--- src/rtl/xalu_ise_issue_if.sv ---
// xalu_ise_issue_if: instruction, ISE request and write-back response bundle for the custom-ALU issuer.
interface xalu_ise_issue_if;
    logic        ins_val;
    logic        ins_rdy;
    logic [31:0] ins_word;
    logic [31:0] ins_rs1;
    logic [31:0] ins_rs2;
    logic        ise_val;
    logic [5:0]  ise_fn;
    logic [6:0]  ise_imm;
    logic [31:0] ise_in1;
    logic [31:0] ise_in2;
    logic        ise_oval;
    logic [31:0] ise_out;
    logic        rsp_val;
    logic        rsp_rdy;
    logic [4:0]  rsp_rd;
    logic [31:0] rsp_data;
    logic        rsp_ill;

    modport master (
        input  ins_val, ins_word, ins_rs1, ins_rs2, ise_oval, ise_out, rsp_rdy,
        output ins_rdy, ise_val, ise_fn, ise_imm, ise_in1, ise_in2,
               rsp_val, rsp_rd, rsp_data, rsp_ill
    );

    modport slave (
        output ins_val, ins_word, ins_rs1, ins_rs2, ise_oval, ise_out, rsp_rdy,
        input  ins_rdy, ise_val, ise_fn, ise_imm, ise_in1, ise_in2,
               rsp_val, rsp_rd, rsp_data, rsp_ill
    );
endinterface

--- src/rtl/xalu_ise_issue.sv ---
// xalu_ise_issue: issues RV32 custom-0..3 instructions to the ISE port and returns a registered write-back.
// XALU_ISE_MULTICYCLE_EN enables waiting up to TIMEOUT extra cycles for ise_oval; otherwise EXEC is one cycle.
module xalu_ise_issue #(
    parameter int TIMEOUT = 15
) (
    input logic ise_clk,
    input logic ise_rst,
    xalu_ise_issue_if.master bus
);
`ifdef XALU_ISE_MULTICYCLE_EN
    localparam logic [3:0] BOUND = 4'(TIMEOUT);
`else
    localparam logic [3:0] BOUND = 4'(TIMEOUT) & 4'h0;
`endif

    typedef enum logic [1:0] {IDLE, EXEC, RESP} state_t;

    state_t     state;
    logic [3:0] cnt;
    logic [6:0] opcode;
    logic       is_custom;
    logic       unused_bits;

    always_comb begin
        opcode      = bus.ins_word[6:0];
        is_custom   = opcode inside {7'h0B, 7'h2B, 7'h5B, 7'h7B};
        unused_bits = ^bus.ins_word[24:15];
    end

    always_ff @(posedge ise_clk or posedge ise_rst) begin
        if (ise_rst) begin
            state        <= IDLE;
            cnt          <= '0;
            bus.ins_rdy  <= 1'b1;
            bus.ise_val  <= 1'b0;
            bus.ise_fn   <= '0;
            bus.ise_imm  <= '0;
            bus.ise_in1  <= '0;
            bus.ise_in2  <= '0;
            bus.rsp_val  <= 1'b0;
            bus.rsp_rd   <= '0;
            bus.rsp_data <= '0;
            bus.rsp_ill  <= 1'b0;
        end else begin
            case (state)
                IDLE: if (bus.ins_val && bus.ins_rdy) begin
                    bus.ins_rdy <= 1'b0;
                    bus.rsp_rd  <= bus.ins_word[11:7];
                    cnt         <= '0;
                    if (is_custom) begin
                        bus.ise_fn  <= {1'b0, bus.ins_word[14:12], opcode[6:5]};
                        bus.ise_imm <= bus.ins_word[31:25];
                        bus.ise_in1 <= bus.ins_rs1;
                        bus.ise_in2 <= bus.ins_rs2;
                        bus.ise_val <= 1'b1;
                        state       <= EXEC;
                    end else begin
                        bus.rsp_val  <= 1'b1;
                        bus.rsp_ill  <= 1'b1;
                        bus.rsp_data <= '0;
                        state        <= RESP;
                    end
                end
                EXEC: begin
                    // A result arriving on the bound cycle still counts as valid
                    if (bus.ise_oval) begin
                        bus.ise_val  <= 1'b0;
                        bus.rsp_val  <= 1'b1;
                        bus.rsp_ill  <= 1'b0;
                        bus.rsp_data <= (bus.rsp_rd == 5'd0) ? 32'd0 : bus.ise_out;
                        state        <= RESP;
                    end else if (cnt == BOUND) begin
                        bus.ise_val  <= 1'b0;
                        bus.rsp_val  <= 1'b1;
                        bus.rsp_ill  <= 1'b1;
                        bus.rsp_data <= '0;
                        state        <= RESP;
                    end else begin
                        cnt <= cnt + 4'd1;
                    end
                end
                RESP: if (bus.rsp_rdy) begin
                    bus.rsp_val <= 1'b0;
                    bus.ins_rdy <= 1'b1;
                    state       <= IDLE;
                end
                default: state <= IDLE;
            endcase
        end
    end
endmodule

--- src/flat_wrapper.sv ---
// flat-port wrapper written by rule: the top's interface ports become plain ports
module xalu_ise_issue_flat 
#(
    parameter int TIMEOUT = 15
)
  (ise_clk, ise_rst, bus_ins_val, bus_ins_word, bus_ins_rs1, bus_ins_rs2, bus_ise_oval, bus_ise_out, bus_rsp_rdy, bus_ins_rdy, bus_ise_val, bus_ise_fn, bus_ise_imm, bus_ise_in1, bus_ise_in2, bus_rsp_val, bus_rsp_rd, bus_rsp_data, bus_rsp_ill);
  xalu_ise_issue_if bus_i ();
  input logic ise_clk;
  input logic ise_rst;
  input wire logic [$bits(bus_i.ins_val)-1:0] bus_ins_val;
  input wire logic [$bits(bus_i.ins_word)-1:0] bus_ins_word;
  input wire logic [$bits(bus_i.ins_rs1)-1:0] bus_ins_rs1;
  input wire logic [$bits(bus_i.ins_rs2)-1:0] bus_ins_rs2;
  input wire logic [$bits(bus_i.ise_oval)-1:0] bus_ise_oval;
  input wire logic [$bits(bus_i.ise_out)-1:0] bus_ise_out;
  input wire logic [$bits(bus_i.rsp_rdy)-1:0] bus_rsp_rdy;
  output wire logic [$bits(bus_i.ins_rdy)-1:0] bus_ins_rdy;
  output wire logic [$bits(bus_i.ise_val)-1:0] bus_ise_val;
  output wire logic [$bits(bus_i.ise_fn)-1:0] bus_ise_fn;
  output wire logic [$bits(bus_i.ise_imm)-1:0] bus_ise_imm;
  output wire logic [$bits(bus_i.ise_in1)-1:0] bus_ise_in1;
  output wire logic [$bits(bus_i.ise_in2)-1:0] bus_ise_in2;
  output wire logic [$bits(bus_i.rsp_val)-1:0] bus_rsp_val;
  output wire logic [$bits(bus_i.rsp_rd)-1:0] bus_rsp_rd;
  output wire logic [$bits(bus_i.rsp_data)-1:0] bus_rsp_data;
  output wire logic [$bits(bus_i.rsp_ill)-1:0] bus_rsp_ill;
  assign bus_i.ins_val = bus_ins_val;
  assign bus_i.ins_word = bus_ins_word;
  assign bus_i.ins_rs1 = bus_ins_rs1;
  assign bus_i.ins_rs2 = bus_ins_rs2;
  assign bus_i.ise_oval = bus_ise_oval;
  assign bus_i.ise_out = bus_ise_out;
  assign bus_i.rsp_rdy = bus_rsp_rdy;
  assign bus_ins_rdy = bus_i.ins_rdy;
  assign bus_ise_val = bus_i.ise_val;
  assign bus_ise_fn = bus_i.ise_fn;
  assign bus_ise_imm = bus_i.ise_imm;
  assign bus_ise_in1 = bus_i.ise_in1;
  assign bus_ise_in2 = bus_i.ise_in2;
  assign bus_rsp_val = bus_i.rsp_val;
  assign bus_rsp_rd = bus_i.rsp_rd;
  assign bus_rsp_data = bus_i.rsp_data;
  assign bus_rsp_ill = bus_i.rsp_ill;
  xalu_ise_issue #(.TIMEOUT(TIMEOUT)) u_core (.ise_clk(ise_clk), .ise_rst(ise_rst), .bus(bus_i));
endmodule
--- config.mk ---
export PLATFORM = sky130hd
export DESIGN_NAME = xalu_ise_issue_flat
export DESIGN_NICKNAME = d
export VERILOG_FILES = /design/src/rtl/xalu_ise_issue_if.sv /design/src/rtl/xalu_ise_issue.sv /design/src/flat_wrapper.sv
export SDC_FILE = /design/constraint.sdc
export NUM_CORES = 1
export LEC_CHECK = 0
export CAP_MARGIN = 30
export CORE_MARGIN = 2
export CORE_UTILIZATION = 36
export CTS_CLUSTER_SIZE = 24
export DETAILED_ROUTE_END_ITERATION = 10
export PLACE_DENSITY = 0.82
export SYNTH_ARGS = -nofsm -noshare
export SYNTH_HDL_FRONTEND = slang
export SYNTH_SLANG_ARGS = --single-unit
--- constraint.sdc ---
create_clock -name ise_clk -period 5 [get_ports ise_clk]
set_clock_uncertainty 0.05 [all_clocks]
set_input_delay 1.5 -clock ise_clk [delete_from_list [all_inputs] [get_ports ise_clk]]
set_output_delay 1.5 -clock ise_clk [all_outputs]
set_load 0.02 [all_outputs]
==> results.py <==
metrics = {
    "floorplan": {
        "core_area_um2": 12700,
        "start_util": 0.373,
        "dieArea_um2": 14100,
        "ios": 251,
        "rows": 41,
        "fp.dieW_um": 119,
        "die_h_um": 119,
    },
    "logic_synthesis": {
        "syn-cell-area_um2": 4740,
        "yosys_warnings": 0,
        "syn-num-nets": 440,
        "synth_edf_count": 0,
        "ys_ff_latch": 123,
        "synth-seq-area-share": 0.649,
        "postSynthAreaPerCell_um2": 15.6,
        "synth_cell_types": 38,
        "synthFlopType": "dfrtp_1",
        "syn_inst": 305,
        "synth-async-reset-ratio": 1.00,
    },
    "global_routing": {
        "antenna_found_initial": 0,
        "overflow": 0,
        "grt_start_max_net_pins": 70,
        "grt.total_usage": 0.172,
        "grt_pass1_wl_mm": 18.6,
        "grt_pass1_vias": 3602,
    },
    "timing": {
        "rsz0062_at_grt": "no",
        "fin_crit_sh": 0.676,
        "drv_slew": 0,
        "worst_slack_ns": 1.62,
        "fmax_mhz": 296,
        "period_needed_ns": 3.38,
        "tns_ns": 0,
        "max-slew-margin-rel": 0.544,
        "hold_viol": 0,
        "setup_viol": 0,
        "worstMarginPinSlew_ns": 0.684,
    },
    "cts": {
        "cts_buffers": 17,
        "ctsHoldBuffers": 0,
        "clk_pin_slew_worst_paths_ns": 0.05,
        "cts_tree": "done",
        "cts_buffer_depth": 2,
        "htree_levels": 4,
        "post_cts_buffers": 0,
        "cts_root_buf": "clkbuf_16",
        "cts_resized": 0,
        "insertion_delay_ns": 0.40,
        "clock_sinks": 123,
    },
    "detailed_routing": {
        "drt_iter0_markers": 116,
        "drc": 0,
        "vias": 3421,
        "antenna_left": 0,
        "routed_wl_mm": 11.6,
        "wl_per_cell_um": 15.8,
        "vias_per_cell": 4.65,
        "dr.pass1.iters": 4,
    },
    "power_and_ir_drop": {
        "p_per_area_nw_per_um2": 292,
        "vdd_drop_max_v": 0.000162,
        "p_leak_uw": 0.00361,
    },
    "cells_and_area": {
        "syn2layout_area_growth_pct": 65.6,
        "drive_gt1_frac": 0.168,
        "diodes": 0,
        "nets": 686,
    },
    "worst_setup_path": {
        "critPathArrivalTime_ns": 3.61,
        "crit_type": "in2reg",
        "path_max_fanout": 42,
        "worstSetupEndpointType": "flip-flop",
        "start_kind": "primary input",
        "reg2reg_slack_ns": 2.65,
        "cp.required_ns": 5.23,
    },
    "flow_run": {
        "maxCapViolations": 0,
    },
    "place": {
        "place.detailed.hpwl_mm": 8.55,
        "preCtsSetupSlack_ns": 1.20,
        "port-buffer-count": 239,
        "finalWeightedCongestion": 0.782,
    },
    "hold_path": {
        "timing.hold.worst.class": "reg2reg",
    },
    "run_status": {
        "status": "completed",
    },
}
-- where the power goes --
part	internal [µW]	switching, µW
clock	756	416
combinational	86.3	36.1
sequential	997	0
-- final timing paths --
path	startpoint	end	cells past startpoint
min	u_core.bus.ise_in1[5]	u_core.bus.ise_in1[5]	1
max reg2reg	u_core.bus.ins_rdy	u_core.bus.ise_in2[8]	5
max	bus_ins_val	u_core.bus.ise_in2[8]	6
min in group asynchronous	ise_rst	u_core.bus.ise_in1[6]	2
min reg2reg	u_core.bus.ise_in1[5]	u_core.bus.ise_in1[5]	1
max in group asynchronous	ise_rst	u_core.bus.ise_in2[8]	3
-- cells in the final DEF (no fill, tap or decap), types with 2 or more instances in the layout --
cell	synthesis	final
clkdlybuf4s50_1	0	239
dfrtp_1	122	122
mux2_2	53	53
a22o_1	32	32
mux2_1	29	29
clkbuf_16	0	17
nand2_1	5	5
nor2_1	5	5
inv_1	6	5
nor2b_1	5	4
o21ai_0	4	4
clkinv_2	0	4
buf_4	6	4
clkinvlp_4	0	3
xnor2_1	2	2
ha_1	2	2
clkbuf_1	3	2
clkbuf_8	0	2
bufinv_16	0	2
clkinv_4	0	2
-- routing by layer --
| layer | GRT usage | routed length [µm] |
|---|---|---|
| met1 | 0.201 | 4760 |
| met2 | 0.277 | 5600 |
| met3 | 0.0777 | 1090 |
| met4 | 0.0625 | 156 |
| met5 | 0 | 0 |
-- metrics by stage --
step                      hold slack [ns]  power, µW   util  cell area, µm²  std cells
after floorplan                     0.444       1030      -            4740        305
after detailed placement            0.424       1140  0.572            7280        704
after global placement              0.412       1130  0.572            7280        704
after global routing                0.450       2380  0.618            7860        736
after CTS                           0.436       2330  0.618            7860        736
final                               0.432       2290  0.618            7860        736
-- critical path, stage by stage --
cell             delay [ns]
clkdlybuf4s50_1        0.48
nand2_1                0.11
nor3_4                 0.38
nor2b_4                0.24
buf_4                  0.46
mux2_2                 0.41
-- sequential cells by signal, summed over array words and instances, names as in the netlist --
name,flops
u_core.state,2
u_core.bus.rsp_val,1
u_core.bus.rsp_ill,1
u_core.cnt,4
u_core.bus.ise_in2,32
u_core.bus.rsp_data,32
u_core.bus.ise_imm,7
u_core.bus.ise_in1,32
u_core.bus.ins_rdy,1
u_core.bus.rsp_rd,5
u_core.bus.ise_val,1
u_core.bus.ise_fn,5
-- cells by family (layout without fill, tap and decap cells) --
group / Yosys count / after routing / synth area share
adder cells (fa/ha/maj): 2 / 2 / 0.00527
other: 1 / 1 / 0.000790
AO/OA/AOI/OAI: 45 / 45 / 0.0770
AND/OR/NAND/NOR: 25 / 25 / 0.0309
buffers and inverters: 23 / 282 / 0.0348
flip-flops: 123 / 123 / 0.649
multiplexers: 83 / 83 / 0.197
XOR/XNOR: 3 / 3 / 0.00554
-- cells in the mapped netlist, types with 3 or more instances --
library cell | instances | area [µm²]
buf_2 | 3 | 15.0
mux2_2 | 53 | 597
o21ai_0 | 4 | 20.0
inv_1 | 6 | 22.5
buf_4 | 6 | 45.0
clkbuf_1 | 3 | 11.3
dfrtp_1 | 122 | 3050
buf_8 | 4 | 60.1
mux2_1 | 29 | 327
nor2b_1 | 5 | 31.3
a22o_1 | 32 | 280
nor2_1 | 5 | 18.8
nand2_1 | 5 | 18.8
-- layout make-up --
cell class	instances	area [µm²]
Inverter	6	25.0
Clock inverter	11	120
Tap cell	172	215
Fill cell	993	4860
Sequential cell	123	3080
Timing Repair Buffer	244	2440
Clock buffer	21	460
Multi-Input combinational cell	159	1520
Power figures use the tool's default switching activity.
